[src/rtl/uart_rx_fifo.sv]
// -----------------------------------------------------------------------------
// uart_rx_fifo
//   UART receiver with a small first-word-fall-through receive FIFO.
//   The serial line passes through a 2-flop synchroniser. A bit-timing FSM
//   finds the start bit and samples each bit in the middle of its period.
//   Good words go into the FIFO. Framing, overrun and (optionally) parity
//   errors are reported as 1-cycle pulses.
//
//   Optional feature macro: UART_RX_PARITY_EN
//     defined   : one parity bit follows the data bits (even/odd per PARITY_ODD)
//     undefined : no parity bit in the frame, parity_err_o is constant 0
//
// Parameters
//   CLK_DIV     clk cycles per serial bit (>= 4)
//   DATA_W      data bits per frame (5..9), LSB first
//   STOP_BITS   stop bits checked (1 or 2)
//   FIFO_DEPTH  receive FIFO words (power of 2, >= 2)
//   PARITY_ODD  0 = even parity, 1 = odd parity
//
// Ports
//   clk_i          system clock, rising edge
//   reset_i        synchronous active-high reset
//   din_i          asynchronous serial input, idle high
//   rx_data_o      FIFO head word (meaningful while rx_valid_o)
//   rx_valid_o     FIFO not empty
//   rx_ready_i     consumer pops the head when rx_valid_o && rx_ready_i
//   fifo_count_o   number of words held
//   frame_err_o    pulse: a stop bit was sampled low, word discarded
//   overrun_o      pulse: a good word was dropped because the FIFO was full
//   parity_err_o   pulse: parity mismatch, word discarded
// -----------------------------------------------------------------------------
module uart_rx_fifo #(
   parameter int CLK_DIV    = 10416,
   parameter int DATA_W     = 8,
   parameter int STOP_BITS  = 1,
   parameter int FIFO_DEPTH = 4,
   parameter int PARITY_ODD = 0
) (
   input  logic                          clk_i,
   input  logic                          reset_i,
   input  logic                          din_i,
   output logic [DATA_W-1:0]             rx_data_o,
   output logic                          rx_valid_o,
   input  logic                          rx_ready_i,
   output logic [$clog2(FIFO_DEPTH):0]   fifo_count_o,
   output logic                          frame_err_o,
   output logic                          overrun_o,
   output logic                          parity_err_o
);

   localparam int DIV_W = $clog2(CLK_DIV);
   localparam int BIT_W = $clog2(DATA_W + 1);
   localparam int PTR_W = $clog2(FIFO_DEPTH);
   localparam int CNT_W = PTR_W + 1;

   localparam logic [DIV_W-1:0] DIV_HALF = DIV_W'(CLK_DIV / 2 - 1);
   localparam logic [DIV_W-1:0] DIV_FULL = DIV_W'(CLK_DIV - 1);
   localparam logic [BIT_W-1:0] DATA_LAST = BIT_W'(DATA_W - 1);
   localparam logic [BIT_W-1:0] STOP_LAST = BIT_W'(STOP_BITS - 1);
   localparam logic [CNT_W-1:0] CNT_FULL  = CNT_W'(FIFO_DEPTH);

   localparam logic [2:0] S_IDLE   = 3'd0;
   localparam logic [2:0] S_START  = 3'd1;
   localparam logic [2:0] S_DATA   = 3'd2;
   localparam logic [2:0] S_STOP   = 3'd3;
   localparam logic [2:0] S_BREAK  = 3'd4;
`ifdef UART_RX_PARITY_EN
   localparam logic [2:0] S_PARITY = 3'd5;

   // True when data plus received parity bit do not match the configured sense.
   function automatic logic parity_bad(input logic [DATA_W-1:0] data, input logic pbit);
      return (^{data, pbit}) != (PARITY_ODD != 0);
   endfunction
`else
   logic unused_parity_cfg_s;
   assign unused_parity_cfg_s = (PARITY_ODD != 0);
`endif

   // ------------------------------------------------------------------------
   // Receiver state
   // ------------------------------------------------------------------------
   logic              sync1_q, sync2_q;
   logic              ds_s;
   logic [2:0]        state_q, state_d;
   logic [DIV_W-1:0]  divcnt_q, divcnt_d;
   logic [BIT_W-1:0]  bitcnt_q, bitcnt_d;
   logic [DATA_W-1:0] shift_q, shift_d;
   logic              stop_bad_q, stop_bad_d;
   logic              stop_bad_s;
   logic              push_s, ferr_s;
`ifdef UART_RX_PARITY_EN
   logic              perr_q, perr_d;
   logic              perr_s;
`endif

   assign ds_s = sync2_q;
   // Any low stop sample so far (including this one) marks the frame bad.
   assign stop_bad_s = stop_bad_q | ~ds_s;

   // Two-flop synchroniser for the asynchronous serial line.
   always_ff @(posedge clk_i) begin
      if (reset_i) begin
         sync1_q <= 1'b1;
         sync2_q <= 1'b1;
      end else begin
         sync1_q <= din_i;
         sync2_q <= sync1_q;
      end
   end

   // Bit-timing FSM next-state and frame decision.
   always_comb begin
      state_d    = state_q;
      divcnt_d   = divcnt_q;
      bitcnt_d   = bitcnt_q;
      shift_d    = shift_q;
      stop_bad_d = stop_bad_q;
      push_s     = 1'b0;
      ferr_s     = 1'b0;
`ifdef UART_RX_PARITY_EN
      perr_d     = perr_q;
      perr_s     = 1'b0;
`endif
      case (state_q)
         S_IDLE: begin
            if (!ds_s) begin
               state_d    = S_START;
               divcnt_d   = {DIV_W{1'b0}};
               bitcnt_d   = {BIT_W{1'b0}};
               stop_bad_d = 1'b0;
`ifdef UART_RX_PARITY_EN
               perr_d     = 1'b0;
`endif
            end else begin
               state_d = S_IDLE;
            end
         end
         // Half a bit in: a high line here was only a glitch.
         S_START: begin
            if (divcnt_q == DIV_HALF) begin
               divcnt_d = {DIV_W{1'b0}};
               if (ds_s) begin
                  state_d = S_IDLE;
               end else begin
                  state_d = S_DATA;
               end
            end else begin
               divcnt_d = divcnt_q + DIV_W'(1);
            end
         end
         S_DATA: begin
            if (divcnt_q == DIV_FULL) begin
               divcnt_d = {DIV_W{1'b0}};
               // LSB arrives first, so shift in from the top.
               shift_d  = {ds_s, shift_q[DATA_W-1:1]};
               if (bitcnt_q == DATA_LAST) begin
                  bitcnt_d = {BIT_W{1'b0}};
`ifdef UART_RX_PARITY_EN
                  state_d  = S_PARITY;
`else
                  state_d  = S_STOP;
`endif
               end else begin
                  bitcnt_d = bitcnt_q + BIT_W'(1);
               end
            end else begin
               divcnt_d = divcnt_q + DIV_W'(1);
            end
         end
`ifdef UART_RX_PARITY_EN
         S_PARITY: begin
            if (divcnt_q == DIV_FULL) begin
               divcnt_d = {DIV_W{1'b0}};
               perr_d   = parity_bad(shift_q, ds_s);
               state_d  = S_STOP;
            end else begin
               divcnt_d = divcnt_q + DIV_W'(1);
            end
         end
`endif
         // Decision is made at the middle of the last stop bit so the next
         // start edge is found even with a few percent of baud mismatch.
         S_STOP: begin
            if (divcnt_q == DIV_FULL) begin
               divcnt_d = {DIV_W{1'b0}};
               if (bitcnt_q == STOP_LAST) begin
                  bitcnt_d   = {BIT_W{1'b0}};
                  stop_bad_d = 1'b0;
                  if (stop_bad_s) begin
                     ferr_s  = 1'b1;
                     state_d = S_BREAK;
                  end
`ifdef UART_RX_PARITY_EN
                  else if (perr_q) begin
                     perr_s  = 1'b1;
                     state_d = S_IDLE;
                  end
`endif
                  else begin
                     push_s  = 1'b1;
                     state_d = S_IDLE;
                  end
               end else begin
                  bitcnt_d   = bitcnt_q + BIT_W'(1);
                  stop_bad_d = stop_bad_s;
               end
            end else begin
               divcnt_d = divcnt_q + DIV_W'(1);
            end
         end
         // Line held low after a framing error: wait for idle before re-arming.
         S_BREAK: begin
            if (ds_s) begin
               state_d = S_IDLE;
            end else begin
               state_d = S_BREAK;
            end
         end
         default: begin
            state_d = S_IDLE;
         end
      endcase
   end

   // Receiver FSM registers.
   always_ff @(posedge clk_i) begin
      if (reset_i) begin
         state_q    <= S_IDLE;
         divcnt_q   <= {DIV_W{1'b0}};
         bitcnt_q   <= {BIT_W{1'b0}};
         shift_q    <= {DATA_W{1'b0}};
         stop_bad_q <= 1'b0;
`ifdef UART_RX_PARITY_EN
         perr_q     <= 1'b0;
`endif
      end else begin
         state_q    <= state_d;
         divcnt_q   <= divcnt_d;
         bitcnt_q   <= bitcnt_d;
         shift_q    <= shift_d;
         stop_bad_q <= stop_bad_d;
`ifdef UART_RX_PARITY_EN
         perr_q     <= perr_d;
`endif
      end
   end

   // ------------------------------------------------------------------------
   // Receive FIFO (first-word-fall-through)
   // ------------------------------------------------------------------------
   logic [DATA_W-1:0] mem_q [FIFO_DEPTH];
   logic [PTR_W-1:0]  wr_ptr_q, rd_ptr_q;
   logic [CNT_W-1:0]  count_q, count_d;
   logic              pop_s, full_s, wr_en_s, ovr_s;
   logic              frame_err_q, overrun_q;

   assign pop_s   = (count_q != {CNT_W{1'b0}}) && rx_ready_i;
   assign full_s  = (count_q == CNT_FULL);
   // When full, a same-cycle pop frees the slot the push needs.
   assign wr_en_s = push_s && (!full_s || pop_s);
   assign ovr_s   = push_s && full_s && !pop_s;
   assign count_d = count_q + CNT_W'(wr_en_s) - CNT_W'(pop_s);

   // FIFO storage, pointers and occupancy.
   always_ff @(posedge clk_i) begin
      if (reset_i) begin
         for (int i = 0; i < FIFO_DEPTH; i++) begin
            mem_q[i] <= {DATA_W{1'b0}};
         end
         wr_ptr_q <= {PTR_W{1'b0}};
         rd_ptr_q <= {PTR_W{1'b0}};
         count_q  <= {CNT_W{1'b0}};
      end else begin
         if (wr_en_s) begin
            mem_q[wr_ptr_q] <= shift_q;
            wr_ptr_q        <= wr_ptr_q + PTR_W'(1);
         end
         if (pop_s) begin
            rd_ptr_q <= rd_ptr_q + PTR_W'(1);
         end
         count_q <= count_d;
      end
   end

   // Error pulse registers, aligned with the cycle a push would become visible.
   always_ff @(posedge clk_i) begin
      if (reset_i) begin
         frame_err_q <= 1'b0;
         overrun_q   <= 1'b0;
      end else begin
         frame_err_q <= ferr_s;
         overrun_q   <= ovr_s;
      end
   end

`ifdef UART_RX_PARITY_EN
   logic parity_err_q;

   // Parity error pulse register.
   always_ff @(posedge clk_i) begin
      if (reset_i) begin
         parity_err_q <= 1'b0;
      end else begin
         parity_err_q <= perr_s;
      end
   end

   assign parity_err_o = parity_err_q;
`else
   assign parity_err_o = 1'b0;
`endif

   assign rx_data_o    = mem_q[rd_ptr_q];
   assign rx_valid_o   = (count_q != {CNT_W{1'b0}});
   assign fifo_count_o = count_q;
   assign frame_err_o  = frame_err_q;
   assign overrun_o    = overrun_q;

endmodule
[config.mk]
export PLATFORM = sky130hd
export DESIGN_NAME = uart_rx_fifo
export DESIGN_NICKNAME = d
export VERILOG_FILES = /design/src/rtl/uart_rx_fifo.sv
export SDC_FILE = /design/constraint.sdc
export NUM_CORES = 1
export LEC_CHECK = 0
export ABC_AREA = 1
export BUFFER_PORTS_ARGS = -buffer_cell sky130_fd_sc_hd__buf_2
export CAP_MARGIN = 0
export CORE_ASPECT_RATIO = 1.75
export CORE_UTILIZATION = 60
export CTS_CLUSTER_SIZE = 24
export DETAILED_ROUTE_END_ITERATION = 10
export GPL_TIMING_DRIVEN = 0
export PLACE_DENSITY = 0.78
export SETUP_SLACK_MARGIN = 0.05
export SLEW_MARGIN = 30
export SYNTH_ARGS = -nofsm -noshare
export SYNTH_HDL_FRONTEND = slang
export SYNTH_SLANG_ARGS = --single-unit
[constraint.sdc]
create_clock -name clk_i -period 3.5 [get_ports clk_i]
set_input_delay 0.35 -clock clk_i [delete_from_list [all_inputs] [get_ports clk_i]]
set_output_delay 0.35 -clock clk_i [all_outputs]
set_load 0.05 [all_outputs]
==> metrics.md, run 1 <==
| Metric | Value |
|---|---|
| First-pass GRT wire length | 12300 µm |
| HPWL after DPL | 5730 µm |
| CP Data Required Time | 3.78 ns |
| CP top delay family | adder cells |
| Total global-route track usage | 0.263 |
| Vias in the first global route | 2787 |
| Post-Synthesis Cell Area | 3580 µm² |
| DIE AREA | 6290 µm² |
| TritonCTS clock tree | done |
| Fill cells | 509 |
| Syn-to-layout area delta | 11.4% |
| Hold WC Path Type | in2reg |
| Mux cell area share after synthesis | 0 |
| Core Box Area | 5680 µm² |
| CP peak stage delay | 0.40 ns |
| Final setup viols | 0 |
| Crit path time final | 2.49 ns |
| Post-CTS resize count | 0 |
| Final Net Count | 480 |
| Clk slew on worst S/H paths | 0.07 ns |
| Post-synth EDFFs | 32 |
| Mean Syn Cell Area | 8.10 µm² |
| Crit path max fanout | 4 |
| CTS Buf Count | 9 |
| Congestion Overflow GR | 0 |
| Slew Viols, Final | 0 |
| Ys Warns | 0 |
| Setup crit end kind | flop |
| Number of post-CTS setup repair buffers | 0 |
| Synth Net Count | 452 |
| Largest family of logic cells by synthesized area | simple AND/OR/NAND/NOR gates |
| CTS Hold Bufs | 0 |
| Worst setup SP type | flop |
| Setup TNS | 0 ns |
| Initial antenna violation count | 0 |
| CTS sink count | 75 |
| Total power density per cell area | 686 nW/µm² |
| Share of layout cells above drive strength 1 | 0.124 |
| Adder-cell area share of the yosys netlist | 0.0231 |
| Final Cycle Share | 0.710 |
| Drt drc | 0 |
| Largest net degree at the start of global routing | 14 |
| Sequential Area | 1820 µm² |
| Ant diodes | 0 |
| Routed length per placed instance | 13.3 µm |
| Worst-Skew Late Latency | 0.35 ns |
| Seq/Total Area, Yosys | 0.509 |
| Layout Skew | 0.0106 ns |
| Drt pass-1 iters | 5 |
| I/O Buffers | 17 |
| Starting DRC count in detailed routing | 67 |
| Max-slew headroom | 0.491 |
| Die width | 60.4 µm |
| Synth Area in Simple Gates | 0.273 |
| Worst Path Buf+Inv | 3 |
| Hold Fails Final Rpt | 0 |
| Multi-input logic area | 1510 µm² |
| Pleak | 0.00157 µW |
| Gate Count Post-Synth | 442 |
| CTS Root Cell | clkbuf_8 |
| Row cnt | 36 |
| Total power | 2740 µW |
| Compound-cell area share of the yosys netlist | 0.107 |
| Top FF cell, synth | dfxtp_1 |
| Synth cell types | 31 |
| Worst Path Arrival | 2.76 ns |
| Top Ports | 19 |
| Tightest Pin Transition | 0.759 ns |
| Via count | 2831 |
| Worst path cell trace | ha_1 > nand2_1 > nor2_1 > nand3_1 > nor2_4 > nand3_2 > ha_1 > inv_1 > ha_1 > inv_1 > fa_1 > inv_1 > o21ai_0 > a21oi_1 |
| Slowest-stage cell, CP | dfxtp_1 |
| RSZ-0062 raised after global routing | false |
| Async SR Flop Fraction | 0 |
| Die height | 104 µm |
| VDD IR max | 451 µV |
| Post-Synth XOR/XNOR Area | 0.0171 |
| Yosys reg bits | 75 |
| Via density | 5.14 |
| Critical path type | reg2reg |
| Initial core utilization | 0.631 |
| CTS HTree Levels | 3 |
| CTS Buffer Depth | 2 |
| ANT nets after route | 0 |
| Outcome | finished clean |
| Routed Wire Length | 7360 µm |
| Final GP Congestion | 0.888 |
| Max Cap Violations | 0 |
| Peak Freq | 402 MHz |
## path summary, 6_finish.rpt
| check | cells after the start | slack [ns] | end | startpoint |
|---|---|---|---|---|
| max | 14 | 1.01 | fifo_count_o[2] | divcnt_q[0] |
| min | 2 | 0.19 | sync1_q | din_i |
| max reg2reg | 14 | 1.01 | fifo_count_o[2] | divcnt_q[0] |
| min reg2reg | 1 | 0.41 | ds_s | sync1_q |
## layout make-up
cell class,instances,share of cell area
Buffer,8,0.00910
Multi-Input combinational cell,302,0.378
Clock inverter,4,0.0185
Sequential cell,75,0.457
Timing Repair Buffer,17,0.0213
Tap cell,76,0.0238
Inverter,57,0.0537
Clock buffer,12,0.0389
## state kept, by name (all words and copies together) (netlist names), named ones only
| signal | flops |
|---|---|
| wr_ptr_q | 2 |
| sync1_q | 1 |
| bitcnt_q | 4 |
| ds_s | 1 |
| stop_bad_q | 1 |
| fifo_count_o | 3 |
| shift_q | 8 |
| mem_q | 32 |
| state_q | 3 |
| rd_ptr_q | 2 |
| overrun_o | 1 |
| divcnt_q | 14 |
| frame_err_o | 1 |
## synthesized netlist by cell type, types with 5 or more instances
cell,number,share of area
ha_1,5,0.017
nor2_2,5,0.0087
nand2_1,65,0.068
dfxtp_1,43,0.24
o21ai_0,32,0.045
nand4_1,11,0.019
clkbuf_1,5,0.0052
a21oi_1,21,0.029
o22ai_1,9,0.016
nand3_1,18,0.025
inv_1,53,0.056
edfxtp_1,32,0.27
nor2_1,100,0.10
## metal layers
layer | global-route usage | up-vias | share of wire
met1 | 0.249 | 1278 | 0.37
li1 | - | 1501 | -
met4 | 0.128 | 0 | 0.024
met5 | 0 | - | 0
met2 | 0.495 | 35 | 0.59
met3 | 0.0535 | 17 | 0.016
## logic make-up after synthesis
family | count (synthesis)
adders and majority gates | 6
DFF | 75
other | 1
buffers and inverters | 65
and+or+nand+nor | 218
xor gates and xnor gates | 7
AOI/OAI and AO/OA | 70
## power by group
| part | internal [µW] | leakage (µW) | switching, µW |
|---|---|---|---|
| registers | 994 | 0.000653 | 81.3 |
| logic | 250 | 0.000800 | 669 |
| clock network | 441 | 0.000117 | 302 |
| total | 1680 | 0.00157 | 1050 |
## per-stage QoR
step | cells | util | hold slack (ns) | setup WS [ns] | area [µm²]
floorplan | 442 | - | 0.389 | 1.04 | 3580
global placement | 535 | 0.662 | 0.393 | 0.983 | 3760
detailed placement | 535 | 0.662 | 0.393 | 1.05 | 3760
CTS | 551 | 0.703 | 0.175 | 1.01 | 3990
global route | 551 | 0.703 | 0.188 | 0.831 | 3990
finish | 551 | 0.703 | 0.189 | 1.01 | 3990
## cells in the final DEF (no fill, tap or decap), drive strengths merged, types with 3 or more instances in the layout
cell type  instances
nand4             11
nand2             68
a21oi             21
o22ai              9
o211ai             3
clkbuf            17
dfxtp             43
nor3               4
nor2             108
o21ai             36
inv               56
nand3             24
clkinv             3
buf               20
or2                3
edfxtp            32
xor2               4
ha                 5
xnor2              3
No activity file was read; power rests on OpenSTA's default activity.
==> run 2, diff against run 1 <==
- CORE_UTILIZATION: 60 -> 55
- PLACE_DENSITY: 0.78 -> 0.76
- clock period: 3.5 -> 2.2 ns (I/O delays scaled with it)
==> metrics.md, run 2 (synthesis gave the netlist of run 1 again) <==
| Metric | Value |
|---|---|
| Outcome | finished, violations left |
| Failing checks | setup timing |
| CTS sink count | 75 (unchanged) |
| Crit path max fanout | 4 (unchanged) |
| Final Cycle Share | 1.01 (+0.296) |
| Largest Register | mem_q |
| Ant diodes | 0 (unchanged) |
| Most frequent cells in the layout | 99 x nor2_1, 60 x nand2_1, 48 x inv_1 |
| Reg2Reg Depth | 12 (-2) |
| CP Data Required Time | 2.42 ns (-1.36 ns) |
| Worst setup SP type | flop |
| Initial core utilization | 0.575 (-0.0560) |
| Final Net Count | 491 (+2.3%) |
| RSZ-0062 raised after global routing | true |
| Largest net degree at the start of global routing | 13 (-1) |
| Via count | 3034 (+7.2%) |
| Hold_sp | din_i |
| Drt drc | 0 (unchanged) |
| Placed Area | 3790 µm² (+0.77%) |
| Row cnt | 38 (+5.6%) |
| Worst-Skew Late Latency | 0.36 ns (about the same) |
| Top Ports | 19 (unchanged) |
| Hold Fails Final Rpt | 0 (unchanged) |
| Critical path type | reg2reg |
| CTS Hold Bufs | 0 (unchanged) |
| Syn-to-layout area delta | 16.2% |
| Vias in the first global route | 3018 (+8.3%) |
| Flop2flop setup slack | -0.01 ns (-1.03 ns) |
| Routed Wire Length | 7790 µm (+5.9%) |
| CTS HTree Levels | 3 (unchanged) |
| Max Cap Violations | 0 (unchanged) |
| Setup WS post-layout | -0.0132 ns (-1.03 ns) |
| Congestion Overflow GR | 0 (unchanged) |
| Core Box Area | 6230 µm² (+9.7%) |
| Final GP Congestion | 0.858 (-3.3%) |
| Total power | 4520 µW (+65%) |
| Worst Setup SP | divcnt_q[1] |
| Worst r2r dst | fifo_count_o[1] |
| Total global-route track usage | 0.249 (-0.0143) |
| Clk slew on worst S/H paths | 0.08 ns (about the same) |
| Final setup viols | 1 (+1) |
| Leading cell type in the layout, fill and taps excluded | nor2_1 |
| Crit path time final | 2.21 ns (-0.273 ns) |
| Fill cells | 525 (+3.1%) |
| Sequential Area | 1830 µm² (+0.48%) |
| Via density | 5.36 (+4.3%) |
| Drt pass-1 iters | 5 (unchanged) |
| Tightest Pin Transition | 0.714 ns (-0.0444 ns) |
| Max-slew headroom | 0.524 (+0.0330) |
| VDD IR max | 667 µV (+48%) |
| First-pass GRT wire length | 12900 µm (+5.1%) |
| ANT nets after route | 0 (unchanged) |
| Pleak | 0.00164 µW (+4.2%) |
| Slew Viols, Final | 0 (unchanged) |
| CTS Buffer Depth | 2 (unchanged) |
| Layout Skew | 0.0103 ns (-0.000372 ns) |
| Multi-input logic area | 1600 µm² (+6.1%) |
| I/O Buffers | 17 (unchanged) |
| Die height | 109 µm (+4.4%) |
| DIE AREA | 6850 µm² (+8.8%) |
| Hold WC Path Type | in2reg |
| Worst Path Arrival | 2.43 ns (-0.33 ns) |
| HPWL after DPL | 5610 µm (-2.0%) |
| Biggest regs | mem_q x32, divcnt_q x14, shift_q x8 |
| Setup crit end kind | flop |
| Starting DRC count in detailed routing | 118 (+76%) |
| Die width | 63.0 µm (+4.3%) |
| TritonCTS clock tree | done |
| Total power density per cell area | 1090 nW/µm² (+58%) |
| Max reg flops | 32 (unchanged) |
| Design Area, Final | 4160 µm² (+4.3%) |
| Peak Freq | 452 MHz (+12%) |
| CTS Root Cell | clkbuf_8 |
| Worst setup path end | fifo_count_o[1] |
| Share of layout cells above drive strength 1 | 0.198 (+0.0733) |
| Initial antenna violation count | 0 (unchanged) |
| CTS Buf Count | 9 (unchanged) |
| R2r startpoint | divcnt_q[1] |
| Routed length per placed instance | 13.8 µm (+3.1%) |
[run 2: cell types whose count changed in the layout (fill, tap and decap cells not counted), sizes merged]
cell      previous run  this run
clkbuf              17        16
clkinvlp             0         1
buf                 20        31
[run 2: worst min-delay path by stage]
stage                         end  cells past startpoint
after floorplan           sync1_q                      1
after global placement       ds_s                      1
after detailed placement     ds_s                      1
after CTS                 sync1_q                      2
after global routing      sync1_q                      2
final                     sync1_q                      2
[run 2: repair_timing]
| action | CTS | global route |
|---|---|---|
| pin swaps | 7 | 8 |
| setup buffers | 9 | 2 |
| endpoints found under the setup margin | 26 | 34 |
| hold endpoints to repair | 0 | 0 |
| resized for setup | 12 | 15 |
[run 2: cell type report]
cell class                      count  share of cell area
Inverter                           57              0.0514
Clock buffer                       11              0.0316
Timing Repair Buffer               28              0.0403
Buffer                              8             0.00933
Multi-Input combinational cell    302               0.384
Tap cell                           80              0.0241
Clock inverter                      5              0.0187
Sequential cell                    75               0.440
[run 2: power by group]
group / internal, µW / total, µW / switching (µW) / leakage [µW]
registers: 1590 / 1720 / 131 / 0.000655
clock network: 635 / 1130 / 497 / 0.000103
logic: 499 / 1660 / 1160 / 0.000878
total: 2730 / 4520 / 1790 / 0.00164
[run 2: worst max-delay path, cell delays in order (launching register included)]
cell     delay [ns]
dfxtp_2        0.36
ha_4           0.15
nand2_4        0.06
nor2_1         0.09
nand3_1        0.11
nor2_4         0.17
nand3_4        0.10
ha_4           0.25
inv_2          0.06
ha_4           0.11
inv_2          0.03
fa_2           0.53
nor2_1         0.04
[run 2: per-layer routing]
layer  vias to the layer above  wire length (µm)  GRT usage
met5                         -                 0          0
met4                         0               357      0.183
met3                        32               297     0.0544
met2                        83              4390      0.478
met1                      1401              2740      0.221
li1                       1518                 -          -
[run 2: through the flow]
stage / cells / hold slack, ns / utilization / TNS [ns] / worst slack [ns]
after global placement: 539 / 0.396 / 0.608 / -2.79 / -0.323
final: 566 / 0.0405 / 0.668 / -0.0132 / -0.0132
after detailed placement: 539 / 0.402 / 0.608 / -0.944 / -0.217
after floorplan: 442 / 0.324 / - / 0 / 0.0641
after CTS: 564 / 0.0293 / 0.660 / 0 / 0.0199
after global routing: 566 / 0.0470 / 0.668 / -0.161 / -0.0883
==> run 3, diff against run 2 <==
- SLEW_MARGIN: 30 -> 20
- clock period: 2.2 -> 2 ns (I/O delays scaled with it)
==> metrics.md, run 3 (synthesis gave the netlist of run 1 again) <==
| Metric | Value |
|---|---|
| Clk slew on worst S/H paths | 0.07 ns (about the same) |
| Share of layout cells above drive strength 1 | 0.225 (+0.0276) |
| Congestion Overflow GR | 0 (unchanged) |
| First-pass GRT wire length | 12700 µm (-1.2%) |
| Final Net Count | 498 (+1.4%) |
| Top Ports | 19 (unchanged) |
| CTS sink count | 75 (unchanged) |
| R2r startpoint | divcnt_q[0] |
| Final Cycle Share | 1.05 (+0.0429) |
| Worst r2r dst | fifo_count_o[1] |
| Ant diodes | 0 (unchanged) |
| Peak Freq | 477 MHz (+5.5%) |
| Most frequent cells in the layout | 97 x nor2_1, 59 x nand2_1, 48 x inv_1 |
| Starting DRC count in detailed routing | 105 (-11%) |
| HPWL after DPL | 5570 µm (-0.72%) |
| TritonCTS clock tree | done |
| Total power | 4920 µW (+8.9%) |
| Worst hold endpoint | sync1_q |
| Flop2flop setup slack | -0.1 ns (-0.08 ns) |
| CTS Buf Count | 9 (unchanged) |
| CTS Root Cell | clkbuf_8 |
| Worst-Skew Late Latency | 0.37 ns (about the same) |
| CTS HTree Levels | 3 (unchanged) |
| Hold_sp | din_i |
| Routed length per placed instance | 13.5 µm (-1.8%) |
| Pleak | 0.00168 µW (+2.5%) |
| Largest net degree at the start of global routing | 14 (+1) |
| Largest Register | mem_q |
| Setup WS post-layout | -0.0978 ns (-0.0846 ns) |
| Initial antenna violation count | 0 (unchanged) |
| Hold Fails Final Rpt | 0 (unchanged) |
| Crit path max fanout | 2 (-2) |
| Critical path type | reg2reg |
| Final setup viols | 2 (+1) |
| Slew Viols, Final | 0 (unchanged) |
| Worst Path Arrival | 2.33 ns (-0.10 ns) |
| Crit path time final | 2.10 ns (-0.115 ns) |
| Max-slew headroom | 0.274 (-0.250) |
| Worst setup SP type | flop |
| Setup TNS | -0.135 ns (-0.122 ns) |
| Max reg flops | 32 (unchanged) |
| Row cnt | 38 (unchanged) |
| Drt pass-1 iters | 4 (-1) |
| ANT nets after route | 0 (unchanged) |
| Hold path depth | 2 (unchanged) |
| Fill cells | 512 (-2.5%) |
| RSZ-0062 raised after global routing | true |
| Tightest Pin Transition | 1.09 ns (+0.374 ns) |
| Worst Setup SP | divcnt_q[0] |
| Failing checks | setup timing |
| Final GP Congestion | 0.919 (+7.0%) |
| Via density | 5.27 (-1.7%) |
| Biggest regs | mem_q x32, divcnt_q x14, shift_q x8 |
| Placed Cells | 539 (unchanged) |
| Pre-CTS WS | -0.419 ns (-0.202 ns) |
| Post-layout util | 0.692 (+0.0241) |
| Leading cell type in the layout, fill and taps excluded | nor2_1 |
| Hold WC Path Type | in2reg |
| Setup crit end kind | flop |
| I/O Buffers | 17 (unchanged) |
| Via count | 3020 (-0.46%) |
| CP Data Required Time | 2.23 ns (-0.19 ns) |
| Die width | 63.0 µm (unchanged) |
| Outcome | finished, violations left |
| Total power density per cell area | 1140 nW/µm² (+5.1%) |
| Reg2Reg Depth | 12 (unchanged) |
| CTS Buffer Depth | 2 (unchanged) |
| Filler-free cell count of the finished design | 573 (+1.2%) |
| Layout Skew | 0.0110 ns (+0.000777 ns) |
| DIE AREA | 6850 µm² (unchanged) |
| Max Cap Violations | 0 (unchanged) |
| VDD IR max | 757 µV (+13%) |
| Drt drc | 0 (unchanged) |
| Core Box Area | 6230 µm² (unchanged) |
| Initial core utilization | 0.575 (unchanged) |
| Total global-route track usage | 0.246 (-0.00274) |
| Vias in the first global route | 2935 (-2.8%) |
| Die height | 109 µm (unchanged) |
| Routed Wire Length | 7750 µm (-0.56%) |
| Syn-to-layout area delta | 20.4% |
run 3: how the worst max path moves through the flow:
stage	to	slack [ns]	depth (start not counted)
CTS	fifo_count_o[1]	-0.17	12
floorplan	fifo_count_o[2]	-0.14	14
global route	fifo_count_o[1]	-0.16	13
detailed placement	fifo_count_o[2]	-0.42	15
global placement	fifo_count_o[2]	-0.34	15
finish	fifo_count_o[1]	-0.1	12
run 3: critical path, cell delays in order (launching register included):
cell and delay [ns]:
dfxtp_4 0.36, ha_4 0.14, nand2_4 0.06, nor2_4 0.08, nand3_2 0.08, nor2_4 0.15, nand3_4 0.10, ha_4 0.23
inv_4 0.05, ha_4 0.12, inv_2 0.03, fa_2 0.52, nor2_2 0.04
run 3: metrics by stage:
| step | instance area, µm² | hold WS [ns] |
|---|---|---|
| after floorplan | 3600 | 0.304 |
| after global placement | 3790 | 0.383 |
| final | 4310 | 0.0232 |
| after global routing | 4310 | 0.0122 |
| after detailed placement | 3790 | 0.387 |
| after CTS | 4210 | 0.00746 |
run 3: timing repair:
item | in CTS | in global routing
setup endpoints to repair | 43 | 55
cloned | 0 | 0
pin swaps | 13 | 9
resized for setup | 34 | 17
hold buffers | 0 | 0
buffers inserted | 15 | 5
run 3: report_power, final:
group / leakage [µW] / switching [µW] / internal [µW]
clock network: 0.0000933 / 557 / 574
registers: 0.000657 / 137 / 1760
logic: 0.000926 / 1280 / 610
total: 0.00168 / 1980 / 2940
run 3: cell type report:
| type | instances | area (µm²) | share of cell area |
|---|---|---|---|
| Buffer | 8 | 41.3 | 0.00958 |
| Clock buffer | 11 | 131 | 0.0305 |
| Clock inverter | 5 | 56.3 | 0.0131 |
| Inverter | 57 | 216 | 0.0502 |
| Multi-Input combinational cell | 302 | 1690 | 0.391 |
| Sequential cell | 75 | 1840 | 0.427 |
| Tap cell | 80 | 100 | 0.0232 |
| Timing Repair Buffer | 35 | 240 | 0.0557 |
run 3: routing by layer:
metal | vias to the layer above | routed length (µm) | GRT usage | share of wire
met1 | 1418 | 2760 | 0.219 | 0.36
met4 | 0 | 206 | 0.126 | 0.027
met3 | 18 | 214 | 0.0513 | 0.028
li1 | 1534 | - | - | -
met5 | - | 0 | 0 | 0
met2 | 50 | 4570 | 0.499 | 0.59
